**config.mk**
```make
export PLATFORM = sky130hd
export DESIGN_NAME = uart_rx_flat
export DESIGN_NICKNAME = d
export VERILOG_FILES = /design/src/rtl/uart_rx_if.sv /design/src/rtl/uart_rx.sv /design/src/flat_wrapper.sv
export SDC_FILE = /design/constraint.sdc
export NUM_CORES = 1
export LEC_CHECK = 0
export BUFFER_PORTS_ARGS = -buffer_cell sky130_fd_sc_hd__buf_2
export CAP_MARGIN = 20
export CORE_AREA = 5 5 68 70
export CTS_CLUSTER_DIAMETER = 100
export CTS_CLUSTER_SIZE = 20
export DETAILED_ROUTE_END_ITERATION = 16
export DIE_AREA = 0 0 73 75
export GPL_TIMING_DRIVEN = 0
export PLACE_DENSITY = 0.75
export SLEW_MARGIN = 25
export SYNTH_ARGS = -nofsm -noshare
export SYNTH_HDL_FRONTEND = slang
export SYNTH_SLANG_ARGS = --single-unit
export TNS_END_PERCENT = 10
```
**constraint.sdc**
```tcl
create_clock -name clk -period 2.93 [get_ports clk]
set_input_delay 0.1465 -clock clk [delete_from_list [all_inputs] [get_ports clk]]
set_output_delay 0.1465 -clock clk [all_outputs]
set_load 0.02 [all_outputs]
```
**src/rtl/uart_rx_if.sv**
```systemverilog
//------------------------------------------------------------------------------
// uart_rx_if : serial line and received-byte signals of the UART receiver.
// Revision   : 1.0
//------------------------------------------------------------------------------
`default_nettype none

interface uart_rx_if;
  logic       rx;
  logic [7:0] rx_data;
  logic       rx_valid;
  logic       frame_err;
  logic       parity_err;
  logic       busy;

  modport master (
    output rx,
    input  rx_data, rx_valid, frame_err, parity_err, busy
  );

  modport slave (
    input  rx,
    output rx_data, rx_valid, frame_err, parity_err, busy
  );
endinterface

`default_nettype wire

```
**src/rtl/uart_rx.sv**
```systemverilog
//------------------------------------------------------------------------------
// uart_rx : 8-bit LSB-first UART receiver with framing-error detection.
//           Optional parity bit enabled by macro UART_RX_PARITY_EN.
// Revision : 1.0
//------------------------------------------------------------------------------
`default_nettype none

module uart_rx #(
  parameter int CLOCK_FREQ = 100_000_000,
  parameter int BAUD_RATE  = 9600,
  parameter int PARITY_ODD = 0
) (
  input  wire logic clk,
  input  wire logic rst_n,
  uart_rx_if.slave  bus
);

  localparam logic [15:0] c_BAUD_LAST = 16'(CLOCK_FREQ / BAUD_RATE - 1);
  localparam logic [15:0] c_HALF_LAST = 16'(CLOCK_FREQ / BAUD_RATE / 2 - 1);
  localparam logic        c_PAR_ODD   = 1'(PARITY_ODD);

  typedef enum logic [2:0] {
    S_IDLE   = 3'd0,
    S_START  = 3'd1,
    S_DATA   = 3'd2,
    S_PARITY = 3'd3,
    S_STOP   = 3'd4,
    S_BREAK  = 3'd5
  } state_t;

  state_t      r_state;
  logic [1:0]  r_sync;
  logic [15:0] r_cnt;
  logic [2:0]  r_bit_idx;
  logic [7:0]  r_shift;
  logic [7:0]  r_rx_data;
  logic        r_rx_valid;
  logic        r_frame_err;
  logic        r_parity_err;
  logic        r_busy;
  logic        w_rx_s;

`ifdef UART_RX_PARITY_EN
  logic        r_par_bit;
`else
  logic        w_unused_par_odd;
  assign w_unused_par_odd = c_PAR_ODD;
`endif

  // Two-flop synchroniser; resets to the idle-high line level.
  always_ff @(posedge clk or negedge rst_n) begin
    if (!rst_n) begin
      r_sync <= 2'b11;
    end else begin
      r_sync <= {r_sync[0], bus.rx};
    end
  end

  assign w_rx_s = r_sync[1];

  always_ff @(posedge clk or negedge rst_n) begin
    if (!rst_n) begin
      r_state      <= S_IDLE;
      r_cnt        <= 16'd0;
      r_bit_idx    <= 3'd0;
      r_shift      <= 8'h00;
      r_rx_data    <= 8'h00;
      r_rx_valid   <= 1'b0;
      r_frame_err  <= 1'b0;
      r_parity_err <= 1'b0;
      r_busy       <= 1'b0;
`ifdef UART_RX_PARITY_EN
      r_par_bit    <= 1'b0;
`endif
    end else begin
      r_rx_valid   <= 1'b0;
      r_frame_err  <= 1'b0;
      r_parity_err <= 1'b0;
      case (r_state)
        S_IDLE: begin
          if (!w_rx_s) begin
            r_state <= S_START;
            r_cnt   <= 16'd0;
            r_busy  <= 1'b1;
          end
        end

        // Re-check the line at mid start bit to reject short glitches.
        S_START: begin
          if (r_cnt == c_HALF_LAST) begin
            r_cnt <= 16'd0;
            if (!w_rx_s) begin
              r_state   <= S_DATA;
              r_bit_idx <= 3'd0;
            end else begin
              r_state <= S_IDLE;
              r_busy  <= 1'b0;
            end
          end else begin
            r_cnt <= r_cnt + 16'd1;
          end
        end

        S_DATA: begin
          if (r_cnt == c_BAUD_LAST) begin
            r_cnt     <= 16'd0;
            r_shift   <= {w_rx_s, r_shift[7:1]};
            r_bit_idx <= r_bit_idx + 3'd1;
            if (r_bit_idx == 3'd7) begin
`ifdef UART_RX_PARITY_EN
              r_state <= S_PARITY;
`else
              r_state <= S_STOP;
`endif
            end
          end else begin
            r_cnt <= r_cnt + 16'd1;
          end
        end

`ifdef UART_RX_PARITY_EN
        S_PARITY: begin
          if (r_cnt == c_BAUD_LAST) begin
            r_cnt     <= 16'd0;
            r_par_bit <= w_rx_s;
            r_state   <= S_STOP;
          end else begin
            r_cnt <= r_cnt + 16'd1;
          end
        end
`endif

        // Leaving at mid stop bit lets a back-to-back start edge be caught.
        S_STOP: begin
          if (r_cnt == c_BAUD_LAST) begin
            r_cnt <= 16'd0;
            if (w_rx_s) begin
              r_rx_data  <= r_shift;
              r_rx_valid <= 1'b1;
              r_state    <= S_IDLE;
              r_busy     <= 1'b0;
`ifdef UART_RX_PARITY_EN
              r_parity_err <= r_par_bit ^ (^r_shift) ^ c_PAR_ODD;
`endif
            end else begin
              r_frame_err <= 1'b1;
              r_state     <= S_BREAK;
            end
          end else begin
            r_cnt <= r_cnt + 16'd1;
          end
        end

        S_BREAK: begin
          if (w_rx_s) begin
            r_state <= S_IDLE;
            r_busy  <= 1'b0;
          end
        end

        default: begin
          r_state <= S_IDLE;
          r_busy  <= 1'b0;
        end
      endcase
    end
  end

  assign bus.rx_data    = r_rx_data;
  assign bus.rx_valid   = r_rx_valid;
  assign bus.frame_err  = r_frame_err;
  assign bus.parity_err = r_parity_err;
  assign bus.busy       = r_busy;

endmodule

`default_nettype wire

```
**src/flat_wrapper.sv**
```systemverilog
// flat-port wrapper written by rule: the top's interface ports become plain ports
module uart_rx_flat 
#(
  parameter int CLOCK_FREQ = 100_000_000,
  parameter int BAUD_RATE  = 9600,
  parameter int PARITY_ODD = 0
)
  (clk, rst_n, bus_rx, bus_rx_data, bus_rx_valid, bus_frame_err, bus_parity_err, bus_busy);
  uart_rx_if bus_i ();
  input  wire logic clk;
  input  wire logic rst_n;
  input wire logic [$bits(bus_i.rx)-1:0] bus_rx;
  output wire logic [$bits(bus_i.rx_data)-1:0] bus_rx_data;
  output wire logic [$bits(bus_i.rx_valid)-1:0] bus_rx_valid;
  output wire logic [$bits(bus_i.frame_err)-1:0] bus_frame_err;
  output wire logic [$bits(bus_i.parity_err)-1:0] bus_parity_err;
  output wire logic [$bits(bus_i.busy)-1:0] bus_busy;
  assign bus_i.rx = bus_rx;
  assign bus_rx_data = bus_i.rx_data;
  assign bus_rx_valid = bus_i.rx_valid;
  assign bus_frame_err = bus_i.frame_err;
  assign bus_parity_err = bus_i.parity_err;
  assign bus_busy = bus_i.busy;
  uart_rx #(.CLOCK_FREQ(CLOCK_FREQ), .BAUD_RATE(BAUD_RATE), .PARITY_ODD(PARITY_ODD)) u_core (.clk(clk), .rst_n(rst_n), .bus(bus_i));
endmodule
```
==> impl_summary.md, run 1 <==
Status
The flow ran to the end, and the final reports show no timing, DRC or antenna violations.

Placed design
During placement, the flow inserted port buffers numbering 13. The worst slack at placement is between 400 and 500 ps. Once detailed placement completed, the half-perimeter wirelength came to 3350 µm. The final weighted congestion of routability-driven global placement is between 0.8 and 0.9.

STA
Adding up every negative setup slack in the final design gives 0 ps. The slack of the critical path is a little over 400 ps. The count of final hold-check violations came to 0. Clock skew on the completed layout was measured at 3.61 ps. The minimum period implied by the final worst setup slack is 2510 ps. The worst-margin pin slew is approximately 750 ps. Measured against its own limit, the worst slew margin works out to between 50% and 60%. Setup repair after global routing left no endpoint under its margin. The number of max-slew violations in the final report was 0. The final critical path takes up 85.8% of the cycle. For this run, the top clock speed supported by timing is 0.398 GHz. Setup violations remaining at the end of the flow were counted as 0.

Synthesis
The mean instance size in the synthesized netlist is between 10 and 15 µm². The share of the Yosys chip area taken by registers is 48.5%. The synthesized flop and latch total is 43. The Yosys step of the flow raised 0 warnings. The post-synthesis instance total is 212. The share of the synthesized area in the top cell type is 46.2%. The post-synthesis net count is 218.

The post-synthesis cell type with the largest combined area is sky130_fd_sc_hd__dfrtp_1. The netlist uses 49 different library cells. By area the synthesized netlist is led by sky130_fd_sc_hd__dfrtp_1 46%, sky130_fd_sc_hd__mux2_2 6.1%, sky130_fd_sc_hd__mux2_4 3.4%. By instance count, the leading cell after synthesis is sky130_fd_sc_hd__dfrtp_1. The most used flip-flop cell after synthesis is sky130_fd_sc_hd__dfrtp_1. Counting flops with a built-in enable in the synthesized netlist gives 0. In the synthesized netlist, the cells that appear most often are 41 x sky130_fd_sc_hd__dfrtp_1, 19 x sky130_fd_sc_hd__nor2_1, 14 x sky130_fd_sc_hd__o21ai_0.

The fraction of synthesis flops using an asynchronous set or reset pin is 100%. The mapped netlist covers 2220 µm².

Worst setup path
The maximum fanout encountered on the critical timing path is 10. STA puts the critical path data required time at between 3000 and 4000 ps. Measured in cells, the most critical reg-to-reg path has a length of 6. The worst path arrival time is 2680 ps. The kind of end point of the critical path is a flop. The nature of the critical path startpoint is a flop. The critical path class is reg -> reg. The end of the worst register-to-register path is u_core.r_cnt[13]$_DFFE_PN0P_.

For flop-to-flop paths, the worst setup slack is roughly 420 ps. The worst register-to-register path begins at u_core.r_cnt[9]$_DFFE_PN0P_.

Die
Measured along the x axis, the die boundary spans 73 µm. The number of placed I/O pins is 15. The die outline area is 5480 µm². In this run the vertical extent of the chip is 75 µm. For this configuration, the core starts out at a cell density of 56.8%.

The initialized floorplan defines 23 standard-cell rows. The floorplan core area is 3910 µm².

Worst hold path
The end point of the worst hold path is u_core.r_sync[1]$_DFF_PN1_. The beginning of the worst hold path is u_core.r_sync[0]$_DFF_PN1_. The number of cells on the worst hold path is 0. In this run the worst hold path is classified as reg -> reg.

Layout
In the final layout, flip-flops and latches occupy about 1100 µm². The total area of multi-input combinational cells is 1080 µm². Cells with a size suffix above 1 make up 23.0% of the layout. Compared with the post-synthesis result, the final layout area differs by 12.7%. The number of diodes added for antenna fixing is 0. The number of nets in the layout is 240. Fill cells in the final layout number approximately 340.

Route
The count of unresolved DRC violations after routing is 0. The remaining antenna violation count is 0. The detailed router finished its first iteration with 135 violations. The first-pass iteration count of the detailed router is 4. The final routed wirelength across all metal layers is 4780 µm. The number of vias per cell is approximately 6.3. The overall via count from detail_route is 1793.

The routed length per placed instance is between 15 and 20 µm.

Clock network
Clock-pin slew was measured on the worst setup and hold paths at around 80 ps. The number of sinks handled by clock tree synthesis is 43. The clock reaches the later pin of the worst-skew pair after about 300 ps. The post-cts resize count is 0. The number of buffers created by CTS is 5. TritonCTS built the clock tree. The maximum count of clock buffers along a single path is 2. The tree is rooted in a sky130_fd_sc_hd__clkbuf_8.

The H-tree generated during clock tree synthesis spans 2 levels.

Global route
The pin count of the biggest net entering global routing is 44. The number of global-route vias before repair is 1755. The first global-routing pass estimated roughly 8500 µm of wire. The initial antenna violation count is 0. Global routing used between 20 and 25% of the available tracks across all layers. Summed over all layers, the global routing overflow is 0.

Power
The total power of the final layout is approximately 1.2 mW. The power density of the placed cells is 462 nW/µm². The leakage power is 1.17 nW.

The maximum ir drop on the vdd rail is roughly 0.30 mV.

Run
Max-cap violations in this run came to 0.
## layout by cell type (no fill, tap or decap), types with 7 or more instances in the layout
master,Yosys,layout
sky130_fd_sc_hd__nor3_1,9,9
sky130_fd_sc_hd__clkbuf_1,6,7
sky130_fd_sc_hd__a21oi_1,8,8
sky130_fd_sc_hd__dfrtp_1,41,41
sky130_fd_sc_hd__nand2_1,10,10
sky130_fd_sc_hd__mux2_2,12,12
sky130_fd_sc_hd__o21ai_0,14,14
sky130_fd_sc_hd__buf_2,2,14
sky130_fd_sc_hd__nand3_1,10,10
sky130_fd_sc_hd__and3_1,9,9
sky130_fd_sc_hd__nor2_1,19,19
## cell type report
type                    count  area share (%)
plain buffers              10            2.05
clock buffers               6            2.90
clock inverters             2            2.40
inverters                   4           0.599
multi-input cells         155            43.0
flip-flops and latches     43            43.1
well taps                  50            2.50
repair buffers             15            3.50
## logic make-up (layout without fill, tap and decap cells)
kind of cell / Yosys count / after routing / share of synthesized area [%]
adders and majority gates: 3 / 3 / 1.69
AOI/OAI and AO/OA: 45 / 45 / 13.2
muxes: 17 / 17 / 9.46
DFF: 43 / 43 / 48.5
other: 1 / 1 / 0.169
buffers and inverters: 14 / 37 / 2.98
and+or+nand+nor: 89 / 89 / 23.9
## through the flow
step / instance area (µm²) / cells / hold WS (ps) / utilization (%)
after floorplan: 2220 / 212 / -149 / -
after global placement: 2350 / 275 / 252 / 60.0
after detailed placement: 2350 / 275 / 253 / 60.0
after CTS: 2490 / 284 / 23.4 / 63.7
after global routing: 2500 / 285 / 366 / 64.0
final: 2500 / 285 / 360 / 64.0
## how the worst max path moves through the flow
stage	start	endpoint	slack, ps
detailed placement	u_core.r_cnt[8]$_DFFE_PN0P_	u_core.r_cnt[14]$_DFFE_PN0P_	430
floorplan	u_core.r_cnt[9]$_DFFE_PN0P_	u_core.r_shift[0]$_DFFE_PN0P_	720
global route	u_core.r_cnt[9]$_DFFE_PN0P_	u_core.r_cnt[13]$_DFFE_PN0P_	230
global placement	u_core.r_cnt[9]$_DFFE_PN0P_	u_core.r_cnt[14]$_DFFE_PN0P_	460
finish	u_core.r_cnt[9]$_DFFE_PN0P_	u_core.r_cnt[13]$_DFFE_PN0P_	420
CTS	u_core.r_cnt[9]$_DFFE_PN0P_	u_core.r_cnt[4]$_DFFE_PN0P_	410
## metal layers
metal  track usage, %  part of all wire, %  vias up
met4             8.20                  1.0        0
met2             32.5                   51       59
met1             26.7                   42      895
met3             3.74                  5.8        5
met5                0                    0        -
li1                 -                    -      834
## critical path, stage by stage (launching register included)
cell and delay [ps]:
sky130_fd_sc_hd__dfrtp_1 430, sky130_fd_sc_hd__or4_4 600, sky130_fd_sc_hd__nor4_4 490, sky130_fd_sc_hd__o21ai_0 200, sky130_fd_sc_hd__nor3_2 270, sky130_fd_sc_hd__buf_2 300, sky130_fd_sc_hd__o32ai_1 110
## power breakdown
group / internal [mW] / total, mW / switching (mW)
clock: 0.341 / 0.541 / 0.201
sequential: 0.595 / 0.596 / 0.000567
combinational: 0.00489 / 0.0203 / 0.0154
## registers in the layout (all words and copies together), names as in the netlist, 2 cells and up
signal / count
u_core.r_shift: 8
u_core.bus.rx_data: 8
u_core.r_bit_idx: 3
u_core.r_state: 3
u_core.r_cnt: 16
u_core.r_sync: 2
## timing repair
item | CTS | global route
buffers inserted | 0 | 0
hold endpoints to repair | 1 | 41
hold buffers | 1 | 1
Note: power is estimated with default switching activity, not from simulation.
==> run 2, diff against run 1 <==
PLACE_DENSITY = 0.76   (was 0.75)
==> run 2 against run 1 <==
Effect of this change: final cell count unchanged; global-route usage down 1.3 points; clock power increased by 1%; register-to-register slack worse by 70 ps; clock skew up 6.6 ps; via count is 2.6% lower; fmax is 2.8% lower; sequential power about the same; total power up 0.49%.
==> impl_summary.md, run 2 (same netlist as run 1, synthesis figures left out) <==
Worst setup path
The critical path data required time is just over 3000 ps. The startpoint of the worst-slack reg-to-reg timing path is u_core.r_cnt[9]$_DFFE_PN0P_. The setup path with the least slack is of type reg -> reg. The nature of the critical path startpoint is a flop.

For the worst setup path, the data arrival time is 2750 ps. The worst setup path is captured at a flop. On the worst path, the slowest cell contributes a delay of approximately 600 ps. Along the worst path, the maximum fanout reaches 10. Across all register-to-register paths, the minimum setup slack is 340 ps. The slowest stage of the critical path belongs to the cell sky130_fd_sc_hd__or4_4. The signal on the critical path passes through or4_4, nor4_4, o21ai_0, nor3_2, buf_2, o32ai_1. The worst register-to-register path ends at u_core.r_cnt[13]$_DFFE_PN0P_. The worst-case reg-to-reg path depth is 6.

Global route
The number of global-route vias before repair is ~1600. The pin count of the biggest net entering global routing is 44. The met3 track demand over resource is approximately 4.5%. After global routing the overflow that remains totals 0.

The initial antenna violation count is 0. The met1 capacity usage during global routing is 25.4%. The first global-routing pass estimated 7890 µm of wire. Global routing consumed, on the met2 layer, ~30% of the routing resources. The most used routing layer in global routing is met2. The overall global routing resource usage is 18.8%.

Clock network
The number of gates resized after CTS was 0. The number of sinks handled by clock tree synthesis is 43. The root buffer cell is sky130_fd_sc_hd__clkbuf_8. Clock tree synthesis inserted a total of 5 buffers. The TritonCTS clock tree is yes. Buffers added to address setup during post-CTS repair amount to 0.

The later-pin clock latency in the skew report is 300 ps. The count of H-tree levels built during CTS is 2. The post-CTS clock slew at the launch and capture registers of the worst setup and hold paths is 80 ps. The clock passes through at most 2 buffers. After clock tree synthesis, the flow added hold-fix buffers numbering 1.

Route
The overall via count from detail_route is 1747. Once detail routing completed, the nets flagged for antenna violations numbered 0. The routed design has 4780 µm of wire.

After detailed routing, the number of remaining DRC violations is 0. The first TritonRoute pass finished after 4 iterations. After the first detailed-routing iteration, the DRC count stood at 79.

The number of vias per cell is 6.13. The routed length per placed instance is 16.8 µm.

Layout
Leaving out fill and tap cells, the most frequent cell in the layout is sky130_fd_sc_hd__dfrtp_1. The register with the most flip-flops in the layout has 16 of them. The number of fillers in the final layout is 321. 0 antenna diodes ended up in the layout. With fillers left out, the area of the finished cells amounts to 2500 µm². The net count of the finished layout is between 200 and 250. The non-filler instance count after layout is 285. Leaving out fill and tap cells, the most frequent cells in the layout are 41 x sky130_fd_sc_hd__dfrtp_1, 19 x sky130_fd_sc_hd__nor2_1, 14 x sky130_fd_sc_hd__o21ai_0, 14 x sky130_fd_sc_hd__buf_2, 12 x sky130_fd_sc_hd__mux2_2. The register with the most flip-flops is u_core.r_cnt. The layout-stage area growth over the synthesis result is 12.7%. The final cell utilization of the core is approximately 64%.

Of the cells placed in the final design, the portion with a size suffix greater than 1 is 23.0%.

Worst hold path
The end point of the worst hold path is u_core.r_sync[1]$_DFF_PN1_. The classification of the worst-slack hold path is reg -> reg. The worst hold path begins at u_core.r_sync[0]$_DFF_PN1_.

The worst hold path passes through 0 cells.

STA
Setup repair after global routing left no endpoint under its margin. The maximum clock rate is 0.387 GHz. The minimum period implied by the final worst setup slack is 2590 ps. The worst-margin pin slew is 745 ps. The worst path uses 88.3% of the clock period. Across all hold checks on the routed design, the worst slack comes to around 360 ps. The setup violation total in the final timing report is 0. In this run the tightest slew margin relative to its limit is 50.3%. The count of final hold-check violations came to 0. The number of max-slew violations in the final report is 0. The post-route clock skew is a little over 10 ps. Setup slack on the critical path of the routed design comes to roughly 340 ps. Summed over all failing endpoints, the final setup total negative slack is 0 ps.

Placed design
The number of placed instances, taps included, is 275. The post-placement cell area is between 2000 and 2500 µm². After legalization and detailed placement, the total HPWL measured 3290 µm.

Prior to clock tree synthesis, the placed netlist has a worst setup slack of 388 ps. The count of input and output buffers is 13. The congestion estimate from routability-driven global placement came to 0.867.

Die
The die covers between 5000 and 6000 µm². The floorplan step set the die width to 73 µm. The starting utilization of the core area is 56.8%. The floorplan has 23 rows. During I/O placement, the number of pins put on the boundary was 15. The floorplan core area is 3910 µm². In this run the vertical extent of the chip is 75 µm.

Power
The maximum ir drop on the vdd rail is 0.263 mV. Power spread over the standard cell area amounts to 464 nW/µm². The analysis attributes to cell leakage a power of roughly 1.2 nW.

The design draws 1.16 mW.

Run
The tool flagged a number of max-cap violations equal to 0.

Status
The run finished with clean final reports.
run 2: cell counts in the layout (fill, tap and decap cells not counted):
Identical to the previous run, type by type.
run 2: layer usage:
metal  vias up  wire, µm
li1        834         -
met1       855      2150
met2        52      2280
met3         6       286
met4         0        62
met5         -         0
run 2: final cells by class:
type,count,area (µm²),share of cell area (%)
Timing Repair Buffer,15,87.6,3.50
Clock buffer,6,72.6,2.90
Buffer,10,51.3,2.05
Inverter,4,15.0,0.599
Clock inverter,2,60.1,2.40
Tap cell,50,62.6,2.50
Multi-Input combinational cell,155,1080,43.0
Sequential cell,43,1080,43.1
run 2: worst max-delay path: cells and delay by family, from the launching register on:
| family | cells | cell delay, ps |
|---|---|---|
| DFF | 1 | 440 |
| AOI/OAI and AO/OA | 2 | 340 |
| buffers and inverters | 1 | 310 |
| and+or+nand+nor | 3 | 1380 |
run 2: report_power, final:
part / leakage [nW] / total (mW) / switching [mW] / internal [mW]
Clock: 0.0654 / 0.547 / 0.206 / 0.341
Combinational: 0.528 / 0.0205 / 0.0156 / 0.00489
Sequential: 0.574 / 0.596 / 0.000524 / 0.595
Total: 1.17 / 1.16 / 0.222 / 0.941
run 2: worst max path at each step:
stage / start / end / slack, ps / cells past startpoint
after CTS: u_core.r_cnt[9]$_DFFE_PN0P_ / u_core.r_cnt[13]$_DFFE_PN0P_ / 360 / 6
after detailed placement: u_core.r_cnt[9]$_DFFE_PN0P_ / u_core.r_cnt[13]$_DFFE_PN0P_ / 390 / 6
after global placement: u_core.r_cnt[9]$_DFFE_PN0P_ / u_core.r_cnt[13]$_DFFE_PN0P_ / 450 / 6
after global routing: u_core.r_cnt[9]$_DFFE_PN0P_ / u_core.r_cnt[4]$_DFFE_PN0P_ / 240 / 6
final: u_core.r_cnt[9]$_DFFE_PN0P_ / u_core.r_cnt[13]$_DFFE_PN0P_ / 340 / 6
after floorplan: u_core.r_cnt[9]$_DFFE_PN0P_ / u_core.r_shift[0]$_DFFE_PN0P_ / 720 / 6
==> run 3, diff against run 2 <==
CORE_AREA = 5 5 86 56   (was 5 5 68 70)
DIE_AREA = 0 0 91 61   (was 0 0 73 75)
==> run 3 against run 2 <==
Effect of this change: global-route usage down 0.32 points; non-clock buffer count unchanged; via count up 0.86%; register-to-register slack about the same; utilization down 1.1 points; clock skew up 3.3 ps; first-iteration DRC count rose to 2.9 times the previous value; final cell count unchanged; largest power group unchanged; cell area down 1.0%; worst setup slack worse by 3.2 ps.
==> impl_summary.md, run 3 (same netlist as run 1, synthesis figures left out) <==
Status
The run finished with clean final reports.

Global route
The initial antenna violation count was 0. Global routing used a little under a fifth of the available tracks. The overall overflow remaining after global route is 0. The number of global-route vias before repair is 1493. The first-pass GRT wire length is 7880 µm. The pin count of the biggest net entering global routing is 44.

Power
The leakage power is 1.15 nW. The power density of the placed cells is 430 nW/µm². VDD sags by at most ~0.37 mV. Summing internal, switching and leakage power gives 1.07 mW.

Placed design
The count of placed standard cells including taps is 275. The final weighted congestion of routability-driven global placement is 0.937. The half-perimeter wire length after detailed placement is roughly 3500 µm.

The worst slack at placement is 415 ps. The count of input and output buffers is 13.

Worst setup path
The maximum fanout encountered on the critical timing path is 10. The source of the critical timing path is u_core.r_cnt[9]$_DFFE_PN0P_. The worst stage delay on the critical path is ~600 ps. The signal on the critical path passes through or4_4, nor4_4, o21ai_0, nor3_2, buf_2, o22ai_1.

STA puts the critical path data required time at 3090 ps. The family with the most delay on the worst path is simple AND/OR/NAND/NOR gates. The number of buffer and inverter stages on the critical path is 1. The critical path class is reg -> reg. The kind of end point of the critical path is a flop. Among all stages on the critical path, the largest delay is contributed by sky130_fd_sc_hd__or4_4. In this run the critical register-to-register path is launched from u_core.r_cnt[9]$_DFFE_PN0P_.

The nature of the critical path startpoint is a flop. For the worst setup path, the data arrival time is 2750 ps.

Worst hold path
The path class of the tightest hold or removal check is in -> async.

Die
The floorplan die height is 61 µm. In this run the standard cell core region covers 3940 µm². The number of placed I/O pins is 15. For this configuration, the core starts out at a cell density of 56.4%. The width of the die is 91 µm. The number of placement rows is 18.

The die outline area is 5550 µm².

Route
The routed design has about 4800 µm of wire. Dividing the detail-routed via count by the number of cells gives 6.18. For this run, the detailed router's first-pass iteration total came to 5.

The remaining antenna violation count is 0. The overall via count from detail_route is 1762. After detailed routing, the average wire length per cell comes to approximately 17 µm. The count of unresolved DRC violations after routing is 0.

The first routing iteration left 231 violations.

Layout
The number of antenna diodes in the final layout is 0. Relative to the synthesized area, the layout overhead comes to 11.5%. The share of cells above drive strength 1 is between 20% and 30%. The final cell utilization of the core is 62.9%.

The number of fillers in the final layout is approximately 310. The most common library cell in the layout ignoring fill and taps is sky130_fd_sc_hd__dfrtp_1. For this run, the number of standard cells in the final layout without fillers is 285. The number of flip-flops in the largest register is 16. The number of nets in the layout is 240.

The register with the most flip-flops is u_core.r_cnt. In the layout the commonest cells are 41 x sky130_fd_sc_hd__dfrtp_1, 19 x sky130_fd_sc_hd__nor2_1, 14 x sky130_fd_sc_hd__o21ai_0, 14 x sky130_fd_sc_hd__buf_2, 12 x sky130_fd_sc_hd__mux2_2.

STA
The share of the clock period used by the worst path is between 80% and 90%. The clock arrives with 13.5 ps of skew. Setup repair after global routing left no endpoint under its margin.

The minimum period implied by the final worst setup slack is 2590 ps. The maximum clock rate is roughly 0.39 GHz. The number of max-slew violations in the final report is 0. Setup violations remaining at the end of the flow were counted as 0. The count of final hold-check violations is 0. The worst-margin pin slew is 781 ps. The slack of the critical path is 340 ps.

The relative slew slack is 48.0%. Setup total negative slack on the finished layout was measured at 0 ps.

Clock network
The root buffer cell chosen for the clock tree is sky130_fd_sc_hd__clkbuf_8. In this run the number of H-tree levels came out at 2. Clock tree synthesis inserted a total of 5 buffers. Once the clock tree was built, the setup fixing pass inserted 0 buffers. The maximum count of clock buffers along a single path is 2. Gates resized during post-CTS repair numbered 0. For the worst-skew pair, the clock arrives at the later sink with an insertion delay of 300 ps.

TritonCTS built the clock tree. The number of sinks handled by clock tree synthesis is 43. Clock-pin slew was measured on the worst setup and hold paths at 90 ps.

Run
The tool flagged a number of max-cap violations equal to 0.
[run 3: cell count changes in the layout (fill, tap and decap cells not counted), sizes merged]
cell	before	now
bufinv	2	1
clkbuf	12	13
[run 3: cell type report]
class / count / area, µm² / area share (%)
multi-input cells: 155 / 1080 / 43.5
inverters: 4 / 15.0 / 0.606
flip-flops and latches: 43 / 1080 / 43.5
plain buffers: 10 / 51.3 / 2.07
well taps: 50 / 62.6 / 2.52
clock inverters: 1 / 30.0 / 1.21
clock buffers: 7 / 76.3 / 3.08
repair buffers: 15 / 87.6 / 3.53
[run 3: timing repair]
| item | 4_1_cts | 5_1_grt |
|---|---|---|
| hold buffers | 1 | 1 |
| endpoints found under the setup margin | 0 | 0 |
| endpoints found under the hold margin | 1 | 41 |
[run 3: power by group]
| group | leakage, nW | switching [mW] | internal [mW] |
|---|---|---|---|
| clock | 0.0524 | 0.195 | 0.255 |
| sequential | 0.574 | 0.000346 | 0.595 |
| combinational | 0.528 | 0.0153 | 0.00489 |
[run 3: final timing paths]
kind / depth (start not counted) / slack [ps] / endpoint
worst max-delay path: 6 / 340 / u_core.r_cnt[4]$_DFFE_PN0P_
worst min-delay path: 2 / 360 / u_core.r_cnt[13]$_DFFE_PN0P_
min in group clk: 0 / 360 / u_core.r_sync[1]$_DFF_PN1_
worst max register to register: 6 / 340 / u_core.r_cnt[4]$_DFFE_PN0P_
worst min register to register: 0 / 360 / u_core.r_sync[1]$_DFF_PN1_
max in group asynchronous: 2 / 2180 / u_core.r_sync[1]$_DFF_PN1_
[run 3: routing by layer]
metal	up-vias	GRT usage, %	wire length, µm
li1	837	-	-
met1	830	30.3	2510
met2	86	23.6	1790
met3	9	4.46	439
met4	0	4.60	50
met5	-	0	0
[run 3: per-stage QoR]
stage | cell area [µm²] | hold WS (ps)
6_report | 2480 | 358
3_3_place_gp | 2350 | 253
4_1_cts | 2470 | 13.2
5_1_grt | 2480 | 367
3_5_place_dp | 2350 | 254
2_1_floorplan | 2220 | -149
